## src/rtl/regfile_multiport_if.sv

```systemverilog
// Bus interface for regfile_multiport: one write port, NUM_RD_PORTS read ports
// and the ready indication. The master drives requests; the register file is the slave.
interface regfile_multiport_if #(
    parameter int XLEN         = 32,
    parameter int ADDR_WIDTH   = 5,
    parameter int NUM_RD_PORTS = 2
);
    logic                               i_wrEn;
    logic [ADDR_WIDTH-1:0]              i_rdAddr;
    logic [XLEN-1:0]                    i_rdData;
    logic [NUM_RD_PORTS-1:0]            i_rsEn;
    logic [NUM_RD_PORTS*ADDR_WIDTH-1:0] i_rsAddr;
    logic [NUM_RD_PORTS*XLEN-1:0]       o_rsData;
    logic                               o_ready;

    modport master (
        output i_wrEn, i_rdAddr, i_rdData, i_rsEn, i_rsAddr,
        input  o_rsData, o_ready
    );

    modport slave (
        input  i_wrEn, i_rdAddr, i_rdData, i_rsEn, i_rsAddr,
        output o_rsData, o_ready
    );
endinterface

```

## src/rtl/regfile_multiport.sv

```systemverilog
// regfile_multiport: multi-port integer register file for the decode stage.
// One write port, NUM_RD_PORTS synchronous read ports (1-cycle latency), one
// replicated RAM bank per read port, new-data read-during-write forwarding,
// per-port read hold, optional hardwired-zero x0.
// Optional feature macro: REGFILE_CLEAR_EN -- when defined, a post-reset sweep
// writes 0 to every address before o_ready rises (DEPTH cycles after reset).
// When undefined, o_ready rises one cycle after reset and contents are
// undefined until written.
module regfile_multiport #(
    parameter int XLEN         = 32,
    parameter int ADDR_WIDTH   = 5,
    parameter int NUM_RD_PORTS = 2,
    parameter int ZERO_REG     = 1
) (
    input logic               i_clk,
    input logic               i_rst,
    regfile_multiport_if.slave bus
);
    localparam int DEPTH = 2 ** ADDR_WIDTH;

    typedef enum logic {
        CLEAR,
        RUN
    } state_t;

    // Per-port output source, captured on each enabled read.
    typedef enum logic [1:0] {
        SEL_ZERO,
        SEL_FWD,
        SEL_RAM
    } sel_t;

    state_t state;
    state_t state_next;
    logic   ready;

    logic                  wr_to_zero;
    logic                  user_we;
    logic                  mem_we;
    logic [ADDR_WIDTH-1:0] mem_waddr;
    logic [XLEN-1:0]       mem_wdata;

    logic [NUM_RD_PORTS-1:0][XLEN-1:0] rs_data;

    // Ready is a pure decode of the state register, so it changes only on a clock edge.
    assign ready       = (state == RUN);
    assign bus.o_ready = ready;
    assign bus.o_rsData = rs_data;

    // Writes to x0 are dropped when it is hardwired to zero.
    assign wr_to_zero = (ZERO_REG != 0) && (bus.i_rdAddr == '0);
    assign user_we    = !i_rst && bus.i_wrEn && ready && !wr_to_zero;

`ifdef REGFILE_CLEAR_EN
    logic [ADDR_WIDTH-1:0] clr_cnt;
    logic                  clearing;

    assign clearing = (state == CLEAR) && !i_rst;

    // Sweep address counter: restarts on reset, advances once per clear cycle.
    always_ff @(posedge i_clk) begin
        if (i_rst) begin
            clr_cnt <= '0;
        end else if (clearing) begin
            clr_cnt <= clr_cnt + 1'b1;
        end
    end

    // The sweep owns the shared write port while clearing; user writes are blocked then anyway.
    assign mem_we    = clearing || user_we;
    assign mem_waddr = clearing ? clr_cnt : bus.i_rdAddr;
    assign mem_wdata = clearing ? '0 : bus.i_rdData;
`else
    assign mem_we    = user_we;
    assign mem_waddr = bus.i_rdAddr;
    assign mem_wdata = bus.i_rdData;
`endif

    // State register: reset always lands in CLEAR.
    always_ff @(posedge i_clk) begin
        if (i_rst) begin
            state <= CLEAR;
        end else begin
            state <= state_next;
        end
    end

    // Next-state logic: CLEAR exits after the last sweep write, or immediately without a sweep.
    always_comb begin
        // NOTE: default assigned first so every path drives state_next and no latch is inferred.
        state_next = state;
        case (state)
            CLEAR: begin
`ifdef REGFILE_CLEAR_EN
                if (&clr_cnt) begin
                    state_next = RUN;
                end
`else
                state_next = RUN;
`endif
            end
            RUN:     state_next = RUN;
            default: state_next = CLEAR;
        endcase
    end

    for (genvar p = 0; p < NUM_RD_PORTS; p++) begin : g_port
        logic [XLEN-1:0]       bank [DEPTH];
        logic [XLEN-1:0]       ram_q;
        logic [XLEN-1:0]       fwd_q;
        sel_t                  sel_d;
        sel_t                  sel_q;
        logic                  rs_en;
        logic [ADDR_WIDTH-1:0] rs_addr;

        assign rs_en   = bus.i_rsEn[p];
        assign rs_addr = bus.i_rsAddr[p*ADDR_WIDTH +: ADDR_WIDTH];

        // Replicated bank: identical write on every bank, private synchronous read.
        // NOTE: the array and its read register have no reset so the bank maps onto plain RAM;
        // zeroing is the clear sweep's job, and sel_q masks ram_q until a real read lands.
        always_ff @(posedge i_clk) begin
            if (mem_we) begin
                bank[mem_waddr] <= mem_wdata;
            end
            if (rs_en) begin
                ram_q <= bank[rs_addr];
            end
        end

        // Source priority for this read: not ready, then hardwired zero, then forward, then RAM.
        always_comb begin
            sel_d = SEL_RAM;
            if (!ready) begin
                sel_d = SEL_ZERO;
            end else if ((ZERO_REG != 0) && (rs_addr == '0)) begin
                sel_d = SEL_ZERO;
            end else if (bus.i_wrEn && (rs_addr == bus.i_rdAddr)) begin
                sel_d = SEL_FWD;
            end
        end

        // Capture source and forward data on enabled reads; hold otherwise (pipeline stall).
        always_ff @(posedge i_clk) begin
            if (i_rst) begin
                sel_q <= SEL_ZERO;
                fwd_q <= '0;
            end else if (rs_en) begin
                sel_q <= sel_d;
                fwd_q <= bus.i_rdData;
            end
        end

        assign rs_data[p] = (sel_q == SEL_FWD) ? fwd_q :
                            (sel_q == SEL_RAM) ? ram_q : '0;
    end
endmodule

```

## src/flat_wrapper.sv

```systemverilog
// flat-port wrapper written by rule: the top's interface ports become plain ports
module regfile_multiport_flat 
#(
    parameter int XLEN         = 32,
    parameter int ADDR_WIDTH   = 5,
    parameter int NUM_RD_PORTS = 2,
    parameter int ZERO_REG     = 1
)
  (i_clk, i_rst, bus_i_wrEn, bus_i_rdAddr, bus_i_rdData, bus_i_rsEn, bus_i_rsAddr, bus_o_rsData, bus_o_ready);
  regfile_multiport_if #(.XLEN(XLEN), .ADDR_WIDTH(ADDR_WIDTH), .NUM_RD_PORTS(NUM_RD_PORTS)) bus_i ();
  input logic i_clk;
  input logic i_rst;
  input wire logic [$bits(bus_i.i_wrEn)-1:0] bus_i_wrEn;
  input wire logic [$bits(bus_i.i_rdAddr)-1:0] bus_i_rdAddr;
  input wire logic [$bits(bus_i.i_rdData)-1:0] bus_i_rdData;
  input wire logic [$bits(bus_i.i_rsEn)-1:0] bus_i_rsEn;
  input wire logic [$bits(bus_i.i_rsAddr)-1:0] bus_i_rsAddr;
  output wire logic [$bits(bus_i.o_rsData)-1:0] bus_o_rsData;
  output wire logic [$bits(bus_i.o_ready)-1:0] bus_o_ready;
  assign bus_i.i_wrEn = bus_i_wrEn;
  assign bus_i.i_rdAddr = bus_i_rdAddr;
  assign bus_i.i_rdData = bus_i_rdData;
  assign bus_i.i_rsEn = bus_i_rsEn;
  assign bus_i.i_rsAddr = bus_i_rsAddr;
  assign bus_o_rsData = bus_i.o_rsData;
  assign bus_o_ready = bus_i.o_ready;
  regfile_multiport #(.XLEN(XLEN), .ADDR_WIDTH(ADDR_WIDTH), .NUM_RD_PORTS(NUM_RD_PORTS), .ZERO_REG(ZERO_REG)) u_core (.i_clk(i_clk), .i_rst(i_rst), .bus(bus_i));
endmodule
```

## config.mk

```make
export PLATFORM = sky130hd
export DESIGN_NAME = regfile_multiport_flat
export DESIGN_NICKNAME = d
export VERILOG_FILES = /design/src/rtl/regfile_multiport_if.sv /design/src/rtl/regfile_multiport.sv /design/src/flat_wrapper.sv
export SDC_FILE = /design/constraint.sdc
export NUM_CORES = 1
export LEC_CHECK = 0
export ABC_CLOCK_PERIOD_IN_PS = 3800
export CORE_AREA = 2 2 507 458
export DETAILED_ROUTE_END_ITERATION = 8
export DIE_AREA = 0 0 509 460
export HOLD_SLACK_MARGIN = 0.15
export PLACE_DENSITY = 0.47
export SLEW_MARGIN = 0
export SYNTH_ARGS = -nofsm -noshare
export SYNTH_HDL_FRONTEND = slang
export SYNTH_SLANG_ARGS = --single-unit
```

## constraint.sdc

```tcl
create_clock -name i_clk -period 3.8 [get_ports i_clk]
set_input_delay 0.57 -clock i_clk [delete_from_list [all_inputs] [get_ports i_clk]]
set_output_delay 0.57 -clock i_clk [all_outputs]
set_load 0.05 [all_outputs]
```

==> metrics.yaml <==
worst_ep_required_time_ns: 3.23
regArea_mm2: 0.0341
gr-total-overflow: 0
ys_async_sr_fraction_pct: 0
core_area_mm2: 0.229
synth_edf_count: 1088
worstHoldPathType: "in -> reg"
vias: 28800
first_iter_violations: 3250
drt_pass1_iterations: 5
cts.hold.buffers_added: 0
cts_root_buffer: "clkbuf_16"
grt_usage_pct: 15.0
cp.depth: 4
ios: 117
critPathMaxStageDelay_ns: 0.86
cts_num_sinks: 1157
cts_max_path_buffers: 3
ant_nets: 0
wire_per_inst_um: 29.9
clkPwrFrac_pct: 42.7
clk_pin_slew_worst_paths_ns: 0.07
tritoncts: "done"
p_leak_nw: 19.6
cts_resized: 0
tns_ns: 0
cts_setup_buffers: 0
layout-drive-gt1-share_pct: 33.5
ys_seq_elements: 1157
fin_crit_sh_pct: 93.1
power-per-cell-area_mw_per_mm2: 461
switching_share_pct: 22.9
worstHoldStart: "bus_i_rsEn[0]"
vias_per_cell: 4.84
yosys_warnings: 0
crit_family: "buffers and inverters"
seq_area_frac_synth_pct: 65.0
tightest_slew_ns: 1.25
clock_skew_ns: 0.0281
die_x_um: 509
antenna_found_initial: 12
critical_path_arrival_ns: 2.97
numCtsBuffers: 115
grt_max_degree: 78
fmax_mhz: 283
syn_area_per_cell_um2: 20.2
clk_latency_ns: 0.76
wl_mm: 178
synth_area_mm2: 0.0524
cts-htree-levels: 3
cp_slowest_cell: "clkdlybuf4s50_1"
worstHoldPathCells: 1
crit_fanout: 32
cp_num_buf_inv: 2
rsz0062_at_grt: "no"
slew_violations: 0
seqPwrFrac_pct: 49.1
cp-start-kind: "flop"
p_comb_share_pct: 8.1
reg2reg_from: "u_core.bus.o_ready"
reg2reg_to: "u_core.g_port[1].bank[23][19]"
synthToLayoutAreaGrowth_pct: 19.7
grt_pass1_wl_mm: 247
multiInputGateArea_mm2: 0.0177
yosysTopAreaCellShare_pct: 62.4
die_h_um: 460
finalHoldViolCount: 0
dpl.hpwl_mm: 104
synth_cells: 2590
end_kind: "output port"
rr_worst_depth: 6
maxCapViolCount: 0
synth_top_cell_by_area: "edfxtp_1"
synth_flop_cell: "edfxtp_1"
hold_path_end: "u_core.g_port[0].ram_q[2]"
start_util_pct: 22.8
reg2reg_slack_ns: 1.29
p_int_w: 0.0223
crit_chain: "nor2b_4 -> buf_12 -> a22o_1 -> clkdlybuf4s50_1"
route.detailed.drc: 0
synth_area_leaders: "edfxtp_1 (62%), mux4_2 (22%), mux2i_1 (4.2%), dfxtp_1 (2.6%), mux2_2 (1.4%)"
die-area_mm2: 0.234
post-route-min-period_ns: 3.54
first_global_vias: 29500
place.gp.congestion: 0.754
place_inst: 5728
portBuffers: 116
synth_cell_types: 34
rows: 167
switching_power_w: 0.00662
ir_worst_vdd_v: 0.000393
setup_viol: 0
slew_headroom_pct: 16.4
fin_nets: 2855
status: "completed"
layout.cells.non_filler: 5951
fillers: 22600
path_class: "reg -> out"
==> power by group through the flow <==
stage	Clock (W)	Sequential, W	Combinational (W)
after global routing	0.0131	0.0142	0.00250
after detailed placement	0	0.0145	0.00238
after floorplan	0	0.0144	0.00144
after global placement	0	0.0145	0.00238
final	0.0124	0.0142	0.00235
after CTS	0.0126	0.0142	0.00239
==> synth_stat cells, drive strengths merged, types with 3 or more instances <==
master	count
a21oi	18
a221oi	29
a22o	71
a22oi	15
and2	31
buf	100
clkbuf	102
dfxtp	69
edfxtp	1088
inv	3
mux2	67
mux2i	219
mux4	520
nand2	12
nand2b	4
nand3	11
nand3b	5
nor2	119
nor2b	7
nor3	15
o221ai	44
o22ai	15
or3	3
or3b	5
xnor2	10
==> cell families after synthesis <==
group                     share of synthesized area (%)
and+or+nand+nor                                    1.90
other                                           0.00716
buffers and inverters                              1.88
xor gates and xnor gates                          0.167
AOI/OAI and AO/OA                                  3.03
muxes                                              28.0
DFF                                                65.0
==> registers in the layout, indices dropped and copies added (netlist names) <==
name and count:
u_core.g_port.bank 1024, u_core.g_port.fwd_q 64, u_core.g_port.ram_q 64, u_core.g_port.sel_q 4, u_core.bus.o_ready 1
==> cells in the final DEF (no fill, tap or decap), drive strengths merged, types with 8 or more instances in the layout <==
cell type,netlist,final
edfxtp,1088,1088
mux4,520,520
mux2i,219,219
buf,100,164
clkbuf,102,139
nor2,119,119
clkdlybuf4s50,0,103
a22o,71,71
dfxtp,69,69
mux2,67,67
o221ai,44,44
clkinv,1,44
conb,1,32
and2,31,31
a221oi,29,29
bufinv,0,21
a21oi,18,18
a22oi,15,15
o22ai,15,15
nor3,15,15
nand2,12,12
nand3,11,11
xnor2,10,10
clkinvlp,0,8
inv,3,8
==> how the worst max path moves through the flow <==
| stage | from | end | slack, ns |
|---|---|---|---|
| 5_1_grt | u_core.g_port[0].sel_q[0] | bus_o_rsData[12] | 0.21 |
| 3_5_place_dp | bus_i_rsAddr[1] | u_core.g_port[0].ram_q[22] | 0.71 |
| 2_1_floorplan | bus_i_rdAddr[3] | u_core.g_port[1].bank[10][0] | 0.66 |
| 6_report | u_core.g_port[0].sel_q[0] | bus_o_rsData[12] | 0.26 |
| 3_3_place_gp | bus_i_rsAddr[1] | u_core.g_port[0].ram_q[18] | 0.67 |
| 4_1_cts | u_core.g_port[0].sel_q[0] | bus_o_rsData[12] | 0.24 |
==> cell type report <==
| cell class | count | share of cell area, % |
|---|---|---|
| Antenna cell | 7 | 0.0279 |
| Clock buffer | 139 | 4.88 |
| Clock inverter | 77 | 1.52 |
| Inverter | 4 | 0.0240 |
| Multi-Input combinational cell | 1258 | 28.3 |
| Sequential cell | 1157 | 54.3 |
| Tap cell | 3042 | 6.07 |
| Timing Repair Buffer | 267 | 4.86 |
==> metrics by stage <==
stage                     hold WS [ns]  utilization [%]  cell area (um^2)  total power, W  setup WS [ns]
after floorplan                  0.455                -             52500          0.0159          0.664
after global placement           0.473             25.6             58600          0.0169          0.666
after detailed placement         0.483             25.6             58600          0.0169          0.709
after CTS                        0.188             27.3             62700          0.0292          0.239
after global routing             0.197             27.3             62700          0.0298          0.214
final                            0.248             27.3             62700          0.0289          0.261
==> worst register-to-register path, stage by stage, from the launching register on <==
cell,delay [ns]
dfxtp_1,0.49
nand3b_1,0.18
inv_1,0.10
nand3_1,0.53
buf_4,0.39
nor2_4,0.13
buf_12,0.34
==> routing by layer <==
layer | global-route usage [%] | part of all wire [%] | up-vias
li1 | - | - | 11600
met1 | 21.0 | 44 | 16000
met2 | 24.6 | 48 | 1027
met3 | 2.16 | 5.2 | 217
met4 | 3.42 | 2.2 | 0
met5 | 0 | 0 | -
Note: power is estimated with default switching activity, not from simulation.
